===== src/rtl/sweep_pkg.sv =====
// Shared types and default widths for the frequency-sweep sequencer.
package sweep_pkg;

   typedef enum logic [1:0] {
      ST_IDLE,
      ST_SETTLE,
      ST_MEAS,
      ST_OUT
   } state_t;

   localparam int DEF_FWORD_WIDTH = 32;
   localparam int DEF_ADC_WIDTH   = 12;
   localparam int DEF_CH_NUM      = 2;
   localparam int DEF_IDX_WIDTH   = 16;
   localparam int DEF_CNT_WIDTH   = 24;

endpackage


===== src/rtl/sweep_seq_if.sv =====
// Per-point result stream from the sweep sequencer toward the SPI readout path.
interface sweep_seq_if #(
   parameter int IDX_WIDTH   = 16,
   parameter int FWORD_WIDTH = 32,
   parameter int AMP_WIDTH   = 24
);
   logic                   res_valid;
   logic                   res_ready;
   logic [IDX_WIDTH-1:0]   res_index;
   logic [FWORD_WIDTH-1:0] res_fword;
   logic [AMP_WIDTH-1:0]   res_amp;

   modport master (
      output res_valid, res_index, res_fword, res_amp,
      input  res_ready
   );

   modport slave (
      input  res_valid, res_index, res_fword, res_amp,
      output res_ready
   );
endinterface


===== src/rtl/sweep_minmax.sv =====
// One ADC channel: running max/min over a measurement window and their difference.
module sweep_minmax #(
   parameter int ADC_WIDTH = 12
) (
   input  logic                 clk,
   input  logic                 rstn,
   input  logic                 clr,
   input  logic                 smp,
   input  logic [ADC_WIDTH-1:0] din,
   output logic [ADC_WIDTH-1:0] amp
);
   logic [ADC_WIDTH-1:0] max_q, min_q, max_n, min_n;

   // amp already includes the sample being strobed this cycle, so the final
   // sample of a window is reflected in the value captured on the same edge
   always_comb begin
      // NOTE: every comb output gets a default first so no path can infer a latch.
      max_n = max_q;
      min_n = min_q;
      if (smp) begin
         if (din > max_q) max_n = din;
         if (din < min_q) min_n = din;
      end
      amp = max_n - min_n;
   end

   always_ff @(posedge clk or negedge rstn) begin
      // NOTE: state updates use non-blocking assignments so all flops see pre-edge values.
      if (!rstn) begin
         max_q <= '0;
         min_q <= '1;
      end else if (clr) begin
         max_q <= '0;
         min_q <= '1;
      end else begin
         max_q <= max_n;
         min_q <= min_n;
      end
   end
endmodule


===== src/rtl/sweep_seq.sv =====
// Frequency-sweep sequencer: steps the DDS word, settles, measures p-p amplitude per channel.
module sweep_seq import sweep_pkg::*; #(
   parameter int FWORD_WIDTH = DEF_FWORD_WIDTH,
   parameter int ADC_WIDTH   = DEF_ADC_WIDTH,
   parameter int CH_NUM      = DEF_CH_NUM,
   parameter int IDX_WIDTH   = DEF_IDX_WIDTH,
   parameter int CNT_WIDTH   = DEF_CNT_WIDTH
) (
   input  logic                        clk,
   input  logic                        rstn,
   input  logic                        param_wen,
   input  logic [FWORD_WIDTH-1:0]      f_start,
   input  logic [FWORD_WIDTH-1:0]      f_step,
   input  logic [IDX_WIDTH-1:0]        n_points,
   input  logic [CNT_WIDTH-1:0]        settle_cycles,
   input  logic [CNT_WIDTH-1:0]        meas_samples,
   input  logic                        start,
   input  logic                        abort,
   input  logic                        adc_valid,
   input  logic [CH_NUM*ADC_WIDTH-1:0] adc_data,
   output logic [FWORD_WIDTH-1:0]      fword,
   output logic                        fword_upd,
   output logic                        busy,
   output logic                        done,
   sweep_seq_if.master                 res_if
);
   state_t state, state_nxt;

   logic [FWORD_WIDTH-1:0]      f_start_q, f_step_q;
   logic [IDX_WIDTH-1:0]        n_q, index;
   logic [CNT_WIDTH-1:0]        settle_q, meas_q, cnt;
   logic [CNT_WIDTH-1:0]        settle_eff, meas_eff;
   logic [CH_NUM*ADC_WIDTH-1:0] amp_all;
   logic go_start, go_meas, smp, cap, adv, fin;

   // a zero setting still means one cycle / one sample
   assign settle_eff = (settle_q == '0) ? CNT_WIDTH'(1) : settle_q;
   assign meas_eff   = (meas_q == '0) ? CNT_WIDTH'(1) : meas_q;

   assign busy             = (state != ST_IDLE);
   assign res_if.res_valid = (state == ST_OUT);

   always_comb begin
      state_nxt = state;
      go_start  = 1'b0;
      go_meas   = 1'b0;
      smp       = 1'b0;
      cap       = 1'b0;
      adv       = 1'b0;
      fin       = 1'b0;
      case (state)
         ST_IDLE:
            if (start && n_q != '0) begin
               go_start  = 1'b1;
               state_nxt = ST_SETTLE;
            end
         ST_SETTLE:
            if (cnt == settle_eff - 1'b1) begin
               go_meas   = 1'b1;
               state_nxt = ST_MEAS;
            end
         ST_MEAS:
            if (adc_valid) begin
               smp = 1'b1;
               if (cnt == meas_eff - 1'b1) begin
                  cap       = 1'b1;
                  state_nxt = ST_OUT;
               end
            end
         ST_OUT:
            if (res_if.res_ready) begin
               if (index == n_q - 1'b1) begin
                  fin       = 1'b1;
                  state_nxt = ST_IDLE;
               end else begin
                  adv       = 1'b1;
                  state_nxt = ST_SETTLE;
               end
            end
         default: state_nxt = ST_IDLE;
      endcase
      // abort overrides every transition, including a same-cycle handshake
      if (abort) begin
         state_nxt = ST_IDLE;
         go_start  = 1'b0;
         go_meas   = 1'b0;
         smp       = 1'b0;
         cap       = 1'b0;
         adv       = 1'b0;
         fin       = 1'b0;
      end
   end

   always_ff @(posedge clk or negedge rstn) begin
      if (!rstn) state <= ST_IDLE;
      else       state <= state_nxt;
   end

   always_ff @(posedge clk or negedge rstn) begin
      // NOTE: config shadows and result registers are real control state, so they take reset.
      if (!rstn) begin
         f_start_q        <= '0;
         f_step_q         <= '0;
         n_q              <= '0;
         settle_q         <= '0;
         meas_q           <= '0;
         fword            <= '0;
         fword_upd        <= 1'b0;
         done             <= 1'b0;
         index            <= '0;
         cnt              <= '0;
         res_if.res_index <= '0;
         res_if.res_fword <= '0;
         res_if.res_amp   <= '0;
      end else begin
         fword_upd <= go_start | adv;
         done      <= fin;
         if (state == ST_IDLE && param_wen) begin
            f_start_q <= f_start;
            f_step_q  <= f_step;
            n_q       <= n_points;
            settle_q  <= settle_cycles;
            meas_q    <= meas_samples;
         end
         if (state == ST_SETTLE) cnt <= go_meas ? '0 : cnt + 1'b1;
         if (smp && !cap) cnt <= cnt + 1'b1;
         if (go_start) begin
            fword <= f_start_q;
            index <= '0;
            cnt   <= '0;
         end
         if (adv) begin
            fword <= fword + f_step_q;
            index <= index + 1'b1;
            cnt   <= '0;
         end
         if (cap) begin
            res_if.res_index <= index;
            res_if.res_fword <= fword;
            res_if.res_amp   <= amp_all;
         end
      end
   end

   for (genvar g = 0; g < CH_NUM; g++) begin : g_ch
      sweep_minmax #(.ADC_WIDTH(ADC_WIDTH)) u_minmax (
         .clk  (clk),
         .rstn (rstn),
         .clr  (go_meas),
         .smp  (smp),
         .din  (adc_data[g*ADC_WIDTH +: ADC_WIDTH]),
         .amp  (amp_all[g*ADC_WIDTH +: ADC_WIDTH])
      );
   end
endmodule


===== src/flat_wrapper.sv =====
// flat-port wrapper written by rule: the top's interface ports become plain ports
module sweep_seq_flat import sweep_pkg::*;
#(
   parameter int FWORD_WIDTH = DEF_FWORD_WIDTH,
   parameter int ADC_WIDTH   = DEF_ADC_WIDTH,
   parameter int CH_NUM      = DEF_CH_NUM,
   parameter int IDX_WIDTH   = DEF_IDX_WIDTH,
   parameter int CNT_WIDTH   = DEF_CNT_WIDTH
)
  (clk, rstn, param_wen, f_start, f_step, n_points, settle_cycles, meas_samples, start, abort, adc_valid, adc_data, fword, fword_upd, busy, done, res_if_res_valid, res_if_res_index, res_if_res_fword, res_if_res_amp, res_if_res_ready);
  sweep_seq_if #(.IDX_WIDTH(IDX_WIDTH), .FWORD_WIDTH(FWORD_WIDTH), .AMP_WIDTH((2)*(12))) res_if_i ();
  input  logic clk;
  input  logic rstn;
  input  logic param_wen;
  input  logic [FWORD_WIDTH-1:0] f_start;
  input  logic [FWORD_WIDTH-1:0] f_step;
  input  logic [IDX_WIDTH-1:0] n_points;
  input  logic [CNT_WIDTH-1:0] settle_cycles;
  input  logic [CNT_WIDTH-1:0] meas_samples;
  input  logic start;
  input  logic abort;
  input  logic adc_valid;
  input  logic [CH_NUM*ADC_WIDTH-1:0] adc_data;
  output logic [FWORD_WIDTH-1:0] fword;
  output logic fword_upd;
  output logic busy;
  output logic done;
  output wire logic [$bits(res_if_i.res_valid)-1:0] res_if_res_valid;
  output wire logic [$bits(res_if_i.res_index)-1:0] res_if_res_index;
  output wire logic [$bits(res_if_i.res_fword)-1:0] res_if_res_fword;
  output wire logic [$bits(res_if_i.res_amp)-1:0] res_if_res_amp;
  input wire logic [$bits(res_if_i.res_ready)-1:0] res_if_res_ready;
  assign res_if_res_valid = res_if_i.res_valid;
  assign res_if_res_index = res_if_i.res_index;
  assign res_if_res_fword = res_if_i.res_fword;
  assign res_if_res_amp = res_if_i.res_amp;
  assign res_if_i.res_ready = res_if_res_ready;
  sweep_seq #(.FWORD_WIDTH(FWORD_WIDTH), .ADC_WIDTH(ADC_WIDTH), .CH_NUM(CH_NUM), .IDX_WIDTH(IDX_WIDTH), .CNT_WIDTH(CNT_WIDTH)) u_core (.clk(clk), .rstn(rstn), .param_wen(param_wen), .f_start(f_start), .f_step(f_step), .n_points(n_points), .settle_cycles(settle_cycles), .meas_samples(meas_samples), .start(start), .abort(abort), .adc_valid(adc_valid), .adc_data(adc_data), .fword(fword), .fword_upd(fword_upd), .busy(busy), .done(done), .res_if(res_if_i));
endmodule

===== config.mk =====
export PLATFORM = sky130hd
export DESIGN_NAME = sweep_seq_flat
export DESIGN_NICKNAME = d
export VERILOG_FILES = /design/src/rtl/sweep_pkg.sv /design/src/rtl/sweep_seq_if.sv /design/src/rtl/sweep_minmax.sv /design/src/rtl/sweep_seq.sv /design/src/flat_wrapper.sv
export SDC_FILE = /design/constraint.sdc
export NUM_CORES = 1
export LEC_CHECK = 0
export CORE_UTILIZATION = 45
export CTS_BUF_LIST = sky130_fd_sc_hd__clkbuf_16
export DETAILED_ROUTE_END_ITERATION = 16
export HOLD_SLACK_MARGIN = 0.03
export PLACE_DENSITY = 0.68
export SLEW_MARGIN = 20
export SYNTH_ARGS = -nofsm -noshare
export SYNTH_HDL_FRONTEND = slang
export SYNTH_SLANG_ARGS = --single-unit

===== constraint.sdc =====
create_clock -name clk -period 7.55 [get_ports clk]
set_input_delay 1.51 -clock clk [delete_from_list [all_inputs] [get_ports clk]]
set_output_delay 1.51 -clock clk [all_outputs]
set_load 0.01 [all_outputs]

==> flow_summary.toml <==
[clock_tree]
clock-sinks = 324
hold_buffers = 0
cts_max_path_buffers = 3
clkLatencyLatePin_ns = 0.55
cts_setup_buffers = 0
htreeDepth = 2
tritoncts = "built"
path_clk_slew_ns = 0.06
clockRootBuffer = "clkbuf_16"
cts_resized = 0
numCtsBuffers = 38

[setup_path]
path_max_fanout = 18
crit_type = "primary input to register"
endpoint_kind = "register"
critPathRequiredTime_ns = 7.99
start_kind = "primary input"
worstPathArrival_ns = 6.27

[power]
vdd_ir_drop_max_mv = 0.2252
power_density_nw_per_um2 = 362.2
leakage_nw = 10.75

[synth]
ys_seq_area_share_pct = 41.42
ys_ff_latch = 324
ys_warn_count = 0
synth-main-ff-cell = "dfrtp_1"
syn-instance-count = 1929
yosysUniqueCellTypes = 93
synth_area_um2 = 19650
synth_edf_count = 0
yosys.area.top_type = "dfrtp_1"
synthArstFlopShare_pct = 100.0
synth_nets = 2199
ys_top_cells_by_area = "dfrtp_1 38%, mux2_2 9.3%, ha_1 6.9%, xnor2_1 3.4%, dfstp_2 3.2%"
post-synth-top-area-fraction_pct = 38.21
avgSynthCellArea_um2 = 10.19

[detailed_routing]
topRoutingLayerUsed = "met5"
routed_wl_um = 51850
drc_errors = 0
drt-pass1-iter-count = 7
wire_per_inst_um = 18.66
viasPerCell = 5.563
met1Wirelength_um = 23010
dr_wl_met2_um = 23180
dr_wl_met3_um = 4528
ant_nets = 0
drt-initial-drc-count = 919
vias = 15460

[die]
fp-row-count = 76
start_util_pct = 45.61
die_area_um2 = 44500
coreArea_um2 = 43080
die_y_um = 211.0
top_level_ports = 267
die_w_um = 211.0

[global_route]
grt_max_degree = 156
antenna_found_initial = 14
first_global_vias = 15490
overflow = 0
grt_pass1_wl_um = 82640
track_usage_pct = 23.44

[cells_and_area]
nets = 2430
syn_to_final_growth_pct = 22.34
utilization_pct = 55.80
final_cell_mix = "300 x dfrtp_1, 265 x clkdlybuf4s50_1, 163 x mux2_2, 152 x nand2_1, 115 x o21ai_0"
drive_above_1_share_pct = 15.13
final_common_cell = "dfrtp_1"

[timing]
finalSetupTns_ns = 0
layout_min_cycle_time_ns = 5.832
setup_violations = 0
fin_crit_sh_pct = 77.25
tightest_slew_ns = 0.9491
whs_ns = 0.4869
finClkSkew_ns = 0.02114
rsz0062_at_grt = "no"
slew_headroom_pct = 36.14
finalMaxSlewViolations = 0
hold_viol_final = 0
timing.fmax_mhz = 171.5

[hold_path]
hold_path.class = "register to register"

[run_status]
status = "finished, final reports clean"

[run]
maxCapViolCount = 0

[placed_design]
dp_hpwl_um = 38240
portBuffers = 266
gp_congestion = 0.8996
-- metrics by stage --
step	std cells	power [mW]	instance area, µm²	setup WS [ns]
final	2779	8.707	24040	1.718
after global routing	2773	9.383	24020	1.376
after CTS	2772	8.784	24020	1.810
after detailed placement	2705	6.896	22790	1.233
after global placement	2705	6.761	22790	1.270
after floorplan	1929	5.744	19650	1.813
-- power breakdown --
part,internal [mW],switching [mW]
clock network,1.08,0.743
logic,1.95,2.03
registers,2.29,0.615
total,5.32,3.39
-- cell families after synthesis --
family	synth area share [%]
XOR/XNOR	5.126
flip-flops	41.42
buffers and inverters	3.923
multiplexers	14.95
AND/OR/NAND/NOR	14.92
AO/OA/AOI/OAI	12.49
adder cells (fa/ha/maj)	7.183
-- registers in the layout, indices dropped and copies added (netlist names) --
signal                      flops
u_core.cnt                     24
u_core.state                    2
u_core.res_if.res_index        16
u_core.fword                   32
u_core.settle_q                24
u_core.meas_q                  24
u_core.g_ch.u_minmax.max_q     24
u_core.g_ch.u_minmax.min_q     24
u_core.res_if.res_amp          24
u_core.fword_upd                1
u_core.res_if.res_fword        32
u_core.f_step_q                32
u_core.done                     1
u_core.index                   16
u_core.n_q                     16
u_core.f_start_q               32
-- cells in the mapped netlist, drive strengths merged (18+ instances only) --
library cell and number:
mux2 199, mux2i 56, o21a 18, buf 25
and2 27, a31oi 20, nand4 18, inv 98
dfrtp 300, nor3 47, or3 19, a21oi 81
xnor2 76, and3 28, nand3 53, nor2b 21
nor4 27, nor2 97, o21ai 119, ha 108
a21o 27, dfstp 24, nand2b 23, xor2 39
nand2 154, clkbuf 64
-- layout make-up --
class,instances,area [µm²]
clock buffer,39,975.9
sequential,324,8138
fill,3734,19040
inverter,98,367.9
antenna,7,17.52
clock inverter,28,255.2
multi-input combinational,1418,10770
timing repair buffer,280,2785
tap,585,732.0
-- critical path, stage by stage --
cell,delay (ns)
clkdlybuf4s50_1,0.52
ha_1,0.37
nand4_1,0.17
or2_2,0.34
a31oi_1,0.54
buf_4,0.33
nor2_1,0.06
a21oi_1,0.28
inv_1,0.08
ha_1,0.29
nor2b_1,0.12
o21ai_0,0.14
nand2b_1,0.11
a21oi_1,0.16
o21bai_1,0.10
a21o_1,0.20
a41o_1,0.25
o41a_1,0.32
xnor2_1,0.13
mux2_2,0.26
-- path summary, 6_finish.rpt --
path,end,from,slack [ns],depth (start not counted)
min,u_core.res_if.res_amp[9],u_core.res_if.res_amp[9],0.49,2
max,u_core.res_if.res_amp[23],adc_data[23],1.72,20
max in group asynchronous,u_core.res_if.res_amp[18],rstn,5.01,2
max reg2reg,u_core.res_if.res_fword[18],u_core.meas_q[5],2.15,15
min reg2reg,u_core.res_if.res_amp[9],u_core.res_if.res_amp[9],0.49,2
min in group asynchronous,u_core.g_ch[1].u_minmax.max_q[11],rstn,0.96,1
-- per-layer routing --
| metal | track usage (%) | up-vias |
|---|---|---|
| met1 | 30.69 | 7527 |
| li1 | - | 7414 |
| met4 | 6.547 | 12 |
| met2 | 36.91 | 425 |
| met5 | 0 | - |
| met3 | 7.835 | 81 |
(Power assumes the default switching activity.)
